### config.mk
export PLATFORM = sky130hd
export DESIGN_NAME = uart_tx_cfg_flat
export DESIGN_NICKNAME = d
export VERILOG_FILES = /design/src/rtl/uart_pkg.sv /design/src/rtl/uart_tx_cfg_if.sv /design/src/rtl/uart_bit_timer.sv /design/src/rtl/uart_tx_cfg.sv /design/src/flat_wrapper.sv
export SDC_FILE = /design/constraint.sdc
export NUM_CORES = 1
export LEC_CHECK = 0
export ABC_AREA = 1
export CAP_MARGIN = 20
export CELL_PAD_IN_SITES_DETAIL_PLACEMENT = 0
export CELL_PAD_IN_SITES_GLOBAL_PLACEMENT = 1
export CORE_UTILIZATION = 42
export CTS_CLUSTER_DIAMETER = 200
export DETAILED_ROUTE_END_ITERATION = 16
export PLACE_DENSITY_LB_ADDON = 0.2
export SYNTH_ARGS = -nofsm -noshare
export SYNTH_HDL_FRONTEND = slang
export SYNTH_SLANG_ARGS = --single-unit
### constraint.sdc
create_clock -name clk -period 1.6 [get_ports clk]
set_input_delay 0.4 -clock clk [delete_from_list [all_inputs] [get_ports clk]]
set_output_delay 0.4 -clock clk [all_outputs]
set_load 0.02 [all_outputs]
### src/rtl/uart_pkg.sv
// Shared UART definitions: parity modes, one-hot FSM encoding, frame-length helper.
package uart_pkg;

    localparam int PAR_NONE = 0;
    localparam int PAR_EVEN = 1;
    localparam int PAR_ODD  = 2;

    localparam int ST_W = 5;

    typedef enum logic [ST_W-1:0] {
        ST_IDLE  = 5'b00001,
        ST_START = 5'b00010,
        ST_DATA  = 5'b00100,
        ST_PAR   = 5'b01000,
        ST_STOP  = 5'b10000
    } tx_state_e;

    // Bit periods per frame; the receiver uses the same count.
    function automatic int frame_bits(input int data_bits, input int parity, input int stop_bits);
        return 1 + data_bits + ((parity != PAR_NONE) ? 1 : 0) + stop_bits;
    endfunction

endpackage

### src/rtl/uart_tx_cfg_if.sv
// Fabric-side handshake and serial-side outputs of the UART transmitter.
interface uart_tx_cfg_if #(
    parameter int DATA_BITS = 8
);
    logic                 baud_tick;
    logic                 tx_start;
    logic [DATA_BITS-1:0] d_in;
    logic                 tx;
    logic                 tx_ready;
    logic                 tx_busy;
    logic                 tx_done;

    modport master (
        output baud_tick, tx_start, d_in,
        input  tx, tx_ready, tx_busy, tx_done
    );

    modport slave (
        input  baud_tick, tx_start, d_in,
        output tx, tx_ready, tx_busy, tx_done
    );
endinterface

### src/rtl/uart_bit_timer.sv
// Counts baud_tick pulses; bit_end flags the tick that completes an OVERSAMPLE-tick bit period.
module uart_bit_timer #(
    parameter int OVERSAMPLE = 16
) (
    input  logic clk,
    input  logic rst_count,
    input  logic baud_tick,
    input  logic clear,
    input  logic enable,
    output logic bit_end
);
    localparam int CW = (OVERSAMPLE > 1) ? $clog2(OVERSAMPLE) : 1;

    logic [CW-1:0] cnt_q;
    logic [CW-1:0] cnt_d;

    assign bit_end = enable & baud_tick & (cnt_q == CW'(OVERSAMPLE - 1));

    always_comb begin
        cnt_d = cnt_q;
        if (clear) begin
            cnt_d = '0;
        end else if (enable && baud_tick) begin
            cnt_d = bit_end ? '0 : cnt_q + CW'(1);
        end
    end

    always_ff @(posedge clk or negedge rst_count) begin
        if (!rst_count) begin
            cnt_q <= '0;
        end else begin
            cnt_q <= cnt_d;
        end
    end
endmodule

### src/rtl/uart_tx_cfg.sv
// UART transmitter: start, DATA_BITS LSB first, optional parity, STOP_BITS stops.
// One-word holding register lets the next frame follow the current one with no idle gap.
module uart_tx_cfg
    import uart_pkg::*;
#(
    parameter int DATA_BITS  = 8,
    parameter int OVERSAMPLE = 16,
    parameter int PARITY     = PAR_NONE,
    parameter int STOP_BITS  = 1
) (
    input logic          clk,
    input logic          rst_count,
    uart_tx_cfg_if.slave bus
);
    tx_state_e            state_q;
    logic [DATA_BITS-1:0] shift_q;
    logic [DATA_BITS-1:0] hold_q;
    logic                 hold_vld_q;
    logic                 par_q;
    logic [3:0]           bit_idx_q;
    logic                 tx_q;
    logic                 busy_q;
    logic                 done_q;

    logic [DATA_BITS-1:0] din;
    logic                 bit_end;
    logic                 accept;
    logic                 last_data;
    logic                 last_stop;
    logic                 frame_end;
    logic                 par_bit;
    logic                 in_idle;

    assign din       = bus.d_in;
    assign in_idle   = (state_q == ST_IDLE);
    assign accept    = bus.tx_start & ~hold_vld_q;
    assign last_data = (bit_idx_q == 4'(DATA_BITS - 1));
    assign last_stop = (bit_idx_q == 4'(STOP_BITS - 1));
    assign frame_end = (state_q == ST_STOP) & bit_end & last_stop;
    assign par_bit   = (PARITY == PAR_ODD) ? ~par_q : par_q;

    uart_bit_timer #(
        .OVERSAMPLE(OVERSAMPLE)
    ) u_timer (
        .clk       (clk),
        .rst_count (rst_count),
        .baud_tick (bus.baud_tick),
        .clear     (in_idle),
        .enable    (~in_idle),
        .bit_end   (bit_end)
    );

    always_ff @(posedge clk or negedge rst_count) begin
        if (!rst_count) begin
            state_q    <= ST_IDLE;
            shift_q    <= '0;
            hold_q     <= '0;
            hold_vld_q <= 1'b0;
            par_q      <= 1'b0;
            bit_idx_q  <= '0;
            tx_q       <= 1'b1;
            busy_q     <= 1'b0;
            done_q     <= 1'b0;
        end else begin
            done_q <= 1'b0;
            // Mid-frame acceptance parks the word; at frame end it is loaded directly instead.
            if (accept && !in_idle && !frame_end) begin
                hold_q     <= din;
                hold_vld_q <= 1'b1;
            end
            case (state_q)
                ST_IDLE: begin
                    if (accept) begin
                        shift_q   <= din;
                        par_q     <= ^din;
                        bit_idx_q <= '0;
                        tx_q      <= 1'b0;
                        busy_q    <= 1'b1;
                        state_q   <= ST_START;
                    end
                end
                ST_START: begin
                    if (bit_end) begin
                        tx_q    <= shift_q[0];
                        state_q <= ST_DATA;
                    end
                end
                ST_DATA: begin
                    if (bit_end) begin
                        shift_q <= shift_q >> 1;
                        if (last_data) begin
                            bit_idx_q <= '0;
                            if (PARITY != PAR_NONE) begin
                                tx_q    <= par_bit;
                                state_q <= ST_PAR;
                            end else begin
                                tx_q    <= 1'b1;
                                state_q <= ST_STOP;
                            end
                        end else begin
                            bit_idx_q <= bit_idx_q + 4'd1;
                            tx_q      <= shift_q[1];
                        end
                    end
                end
                ST_PAR: begin
                    if (bit_end) begin
                        tx_q    <= 1'b1;
                        state_q <= ST_STOP;
                    end
                end
                ST_STOP: begin
                    if (bit_end) begin
                        if (last_stop) begin
                            done_q    <= 1'b1;
                            bit_idx_q <= '0;
                            if (hold_vld_q) begin
                                shift_q    <= hold_q;
                                par_q      <= ^hold_q;
                                hold_vld_q <= 1'b0;
                                tx_q       <= 1'b0;
                                state_q    <= ST_START;
                            end else if (bus.tx_start) begin
                                shift_q <= din;
                                par_q   <= ^din;
                                tx_q    <= 1'b0;
                                state_q <= ST_START;
                            end else begin
                                tx_q    <= 1'b1;
                                busy_q  <= 1'b0;
                                state_q <= ST_IDLE;
                            end
                        end else begin
                            bit_idx_q <= bit_idx_q + 4'd1;
                        end
                    end
                end
                default: begin
                    tx_q    <= 1'b1;
                    busy_q  <= 1'b0;
                    state_q <= ST_IDLE;
                end
            endcase
        end
    end

    assign bus.tx       = tx_q;
    assign bus.tx_ready = ~hold_vld_q;
    assign bus.tx_busy  = busy_q;
    assign bus.tx_done  = done_q;
endmodule

### src/flat_wrapper.sv
// flat-port wrapper written by rule: the top's interface ports become plain ports
module uart_tx_cfg_flat import uart_pkg::*;
#(
    parameter int DATA_BITS  = 8,
    parameter int OVERSAMPLE = 16,
    parameter int PARITY     = PAR_NONE,
    parameter int STOP_BITS  = 1
)
  (clk, rst_count, bus_baud_tick, bus_tx_start, bus_d_in, bus_tx, bus_tx_ready, bus_tx_busy, bus_tx_done);
  uart_tx_cfg_if #(.DATA_BITS(DATA_BITS)) bus_i ();
  input logic clk;
  input logic rst_count;
  input wire logic [$bits(bus_i.baud_tick)-1:0] bus_baud_tick;
  input wire logic [$bits(bus_i.tx_start)-1:0] bus_tx_start;
  input wire logic [$bits(bus_i.d_in)-1:0] bus_d_in;
  output wire logic [$bits(bus_i.tx)-1:0] bus_tx;
  output wire logic [$bits(bus_i.tx_ready)-1:0] bus_tx_ready;
  output wire logic [$bits(bus_i.tx_busy)-1:0] bus_tx_busy;
  output wire logic [$bits(bus_i.tx_done)-1:0] bus_tx_done;
  assign bus_i.baud_tick = bus_baud_tick;
  assign bus_i.tx_start = bus_tx_start;
  assign bus_i.d_in = bus_d_in;
  assign bus_tx = bus_i.tx;
  assign bus_tx_ready = bus_i.tx_ready;
  assign bus_tx_busy = bus_i.tx_busy;
  assign bus_tx_done = bus_i.tx_done;
  uart_tx_cfg #(.DATA_BITS(DATA_BITS), .OVERSAMPLE(OVERSAMPLE), .PARITY(PARITY), .STOP_BITS(STOP_BITS)) u_core (.clk(clk), .rst_count(rst_count), .bus(bus_i));
endmodule
==> summary.md <==
| Metric | Value |
|---|---|
| Arrival time worst endpoint | approximately 1.7 ns |
| Vias/cell | roughly 4.9 |
| Most common cell after layout, fill and taps aside | nand2_1 |
| Clock share of power | 0.159 |
| Syn Std Cell Area | 1930 um^2 |
| Mean cell area of the mapped netlist | 7.43 um^2 |
| Clock latency on the worst-skew pair | approximately 0.28 ns |
| TritonRoute pass-1 iters | 4 |
| Skew final | around 0.0046 ns |
| End of the worst register-to-register path | u_core.hold_q[7] |
| RSZ-0062 raised after global routing | true |
| Register area share after synthesis | 0.416 |
| # rows | 24 |
| Post-synth top area cell | dfrtp_1 |
| Leakage | 1.34 nW |
| Worst Setup End Kind | register |
| Hold Path Class | register to register |
| CP max FO | 8 |
| Placed Instance Area | ~2300 um^2 |
| Hold EP | u_core.bus.tx_busy |
| Die ar. | 4870 um^2 |
| Largest net degree at the start of global routing | 33 |
| Hold Startpoint | u_core.bus.tx_busy |
| Post-layout power | ~0.0042 W |
| FF+latch count, synth | 32 |
| TNS Setup | 0 ns |
| ANT cells | 0 |
| CP startpoint kind | register |
| I/O Pins | 16 |
| Outcome | completed |
| Post-synth cell types | 30 |
| Routed met3 length | 125 um |
| Area contributors post-synth | dfrtp_1, nand2_1, nand3_1 |
| R2r setup slk | 0.07 ns |
| Fin. max-slew vios | 0 |
| Gate Count Post-Synth | 260 |
| Top sig layer | met4 |
| Synth warn | 0 |
| Critical path class | register to register |
| Power per standard cell area | 1650 nW/um^2 |
| TritonCTS Sinks | 32 |
| Final core occ | 0.585 |
| CTS tree | built |
| Global route overflow | 0 |
| DR WL met2 | 2180 um |
| P_sw | 0.00179 W |
| Share of cells above drive strength 1 | 0.255 |
| Worst r2r src | u_core.state_q[0] |
| Worst-margin pin slew | 0.270 ns |
| DRC violations left | 0 |
| TritonCTS buffer count | 5 |
| Routed length per instance | approximately 12 um |
| Post-CTS Hold Buffers | 0 |
| Nets | 321 |
| CTS root buf | clkbuf_8 |
| Slew margin rel. | 0.818 |
| Commonest cells after routing, fill and taps aside | nand2_1, nand3_1, dfrtp_1, buf_4, inv_1 |
| Fin. Hold Viols | 0 |
| Req. time, crit path | 1.77 ns |
| Internal Pwr Total | approximately 0.0025 W |
| PortBufs | 15 |
| Share of total power in sequential cells | 0.314 |
| WL met1 | 2050 um |
| Maximum VDD drop | around 0.68 mV |
| Sw frac | 0.422 |
| Routed wire length | 4410 um |
| Core region area | 4380 um^2 |
| F_max | about 650 MHz |
| First-pass GRT wire length | between 7000 and 8000 um |
| Clock Path Buffers | 2 |
| Reg2reg path depth | 10 |
| Post-route cell area | around 2600 um^2 |
| Initial antenna violation count | 0 |
| Max Cap Viol | 0 |
| H-tree depth | 2 |
| # setup viols final | 0 |
| Post-synth top area share | 0.389 |
| Die Width | 69.8 um |
| Net Count, Synth | around 280 |
| Placer Congestion | between 0.7 and 0.8 |
| Clock Pin Slew Worst Setup and Hold Paths | 0.07 ns |
| Global-route usage over all layers | 0.191 |
| DIE HEIGHT | 69.8 um |
| Min Tclk post-route | between 1.5 and 2 ns |
| Initial Utilization | 0.441 |
| Via count | ~1.8k |
| Post-DRT Antenna Nets | 0 |
| Vias in the first global route | between 1.5k and 2k |
| Comb pwr share | 0.526 |
| Initial DRC count | a little over 90 |
| Final worst-path cycle share | 0.957 |
| Area Growth Syn to Fin | 32.8% |
| Min-Delay Path Depth | 2 |
| Post-DP HPWL | ~3300 um |
## power by group through the flow
stage               Sequential, W  Clock [W]  Combinational, W
global placement          0.00132          0           0.00193
CTS                       0.00132   0.000692           0.00194
detailed placement        0.00133          0           0.00196
global route              0.00137   0.000719           0.00248
finish                    0.00134   0.000676           0.00223
floorplan                 0.00133          0           0.00134
## worst max-delay path, cell delays in order (launching register included)
cell and delay (ns):
dfstp_2 0.55, inv_2 0.05, nor2_4 0.11, nand2_4 0.10, nand2_2 0.08, inv_2 0.04
nand4_1 0.10, nand2_2 0.11, buf_12 0.16, nand2_1 0.05, o21ai_1 0.06
## repair_timing
item | CTS | global route
gates resized for setup | 5 | 27
setup buffers | 0 | 5
pin swaps | 0 | 6
gates cloned | 0 | 2
setup endpoints to repair | 11 | 24
## synthesized netlist by cell type, drive strengths merged
| master | count |
|---|---|
| buf | 7 |
| a22o | 1 |
| nand3 | 38 |
| a21oi | 4 |
| o21a | 1 |
| nor2 | 18 |
| o22ai | 1 |
| xor2 | 3 |
| nand4 | 1 |
| nand2 | 89 |
| ha | 3 |
| clkbuf | 1 |
| dfrtp | 30 |
| o21ai | 27 |
| dfstp | 2 |
| nor3 | 1 |
| inv | 31 |
| and3 | 1 |
| o21bai | 1 |
## flip-flops by register name (all words and copies together), names as in the netlist
register / cells
u_core.u_timer.cnt_q: 4
u_core.hold_vld_q: 1
u_core.bus.tx: 1
u_core.bit_idx_q: 4
u_core.state_q: 4
u_core.bus.tx_done: 1
u_core.bus.tx_busy: 1
u_core.shift_q: 8
u_core.hold_q: 8
## routing by layer
layer / track usage / up-vias
met2: 0.326 / 20
met4: 0.0667 / 0
met3: 0.0407 / 7
li1: - / 929
met1: 0.238 / 811
met5: 0 / -
## final cells by class
type | count | area, um^2
fillers | 421 | 1820
well taps | 52 | 65.1
multi-input cells | 190 | 1060
flip-flops and latches | 32 | 803
inverters | 31 | 121
repair buffers | 46 | 420
clock buffers | 7 | 96.3
## worst max path at each step
stage / from / endpoint / slack, ns / cells after the start
2_1_floorplan: u_core.u_timer.cnt_q[0] / u_core.shift_q[1] / 0.12 / 10
3_3_place_gp: bus_baud_tick / u_core.shift_q[1] / -0.16 / 8
3_5_place_dp: bus_baud_tick / u_core.shift_q[0] / -0.20 / 8
4_1_cts: u_core.state_q[1] / u_core.bit_idx_q[0] / 0.009 / 8
5_1_grt: u_core.state_q[0] / u_core.hold_q[7] / -0.03 / 10
6_report: u_core.state_q[0] / u_core.hold_q[7] / 0.07 / 10
## kinds of logic (layout without fill, tap and decap cells)
| logic type | after synthesis | count (layout) | share of synthesized area |
|---|---|---|---|
| buffers and inverters | 39 | 84 | 0.0881 |
| AND/OR/NAND/NOR | 148 | 149 | 0.361 |
| adder cells (fa/ha/maj) | 3 | 3 | 0.0194 |
| AO/OA/AOI/OAI | 35 | 35 | 0.102 |
| XOR/XNOR | 3 | 3 | 0.0136 |
| flip-flops | 32 | 32 | 0.416 |
## through the flow
step / setup slack [ns] / hold WS, ns / cells
2_1_floorplan: 0.123 / 0.104 / 260
3_3_place_gp: -0.158 / 0.457 / 344
3_5_place_dp: -0.196 / 0.464 / 344
4_1_cts: 0.00918 / 0.476 / 351
5_1_grt: -0.0283 / 0.494 / 358
6_report: 0.0685 / 0.469 / 358
Power figures use the tool's default switching activity.
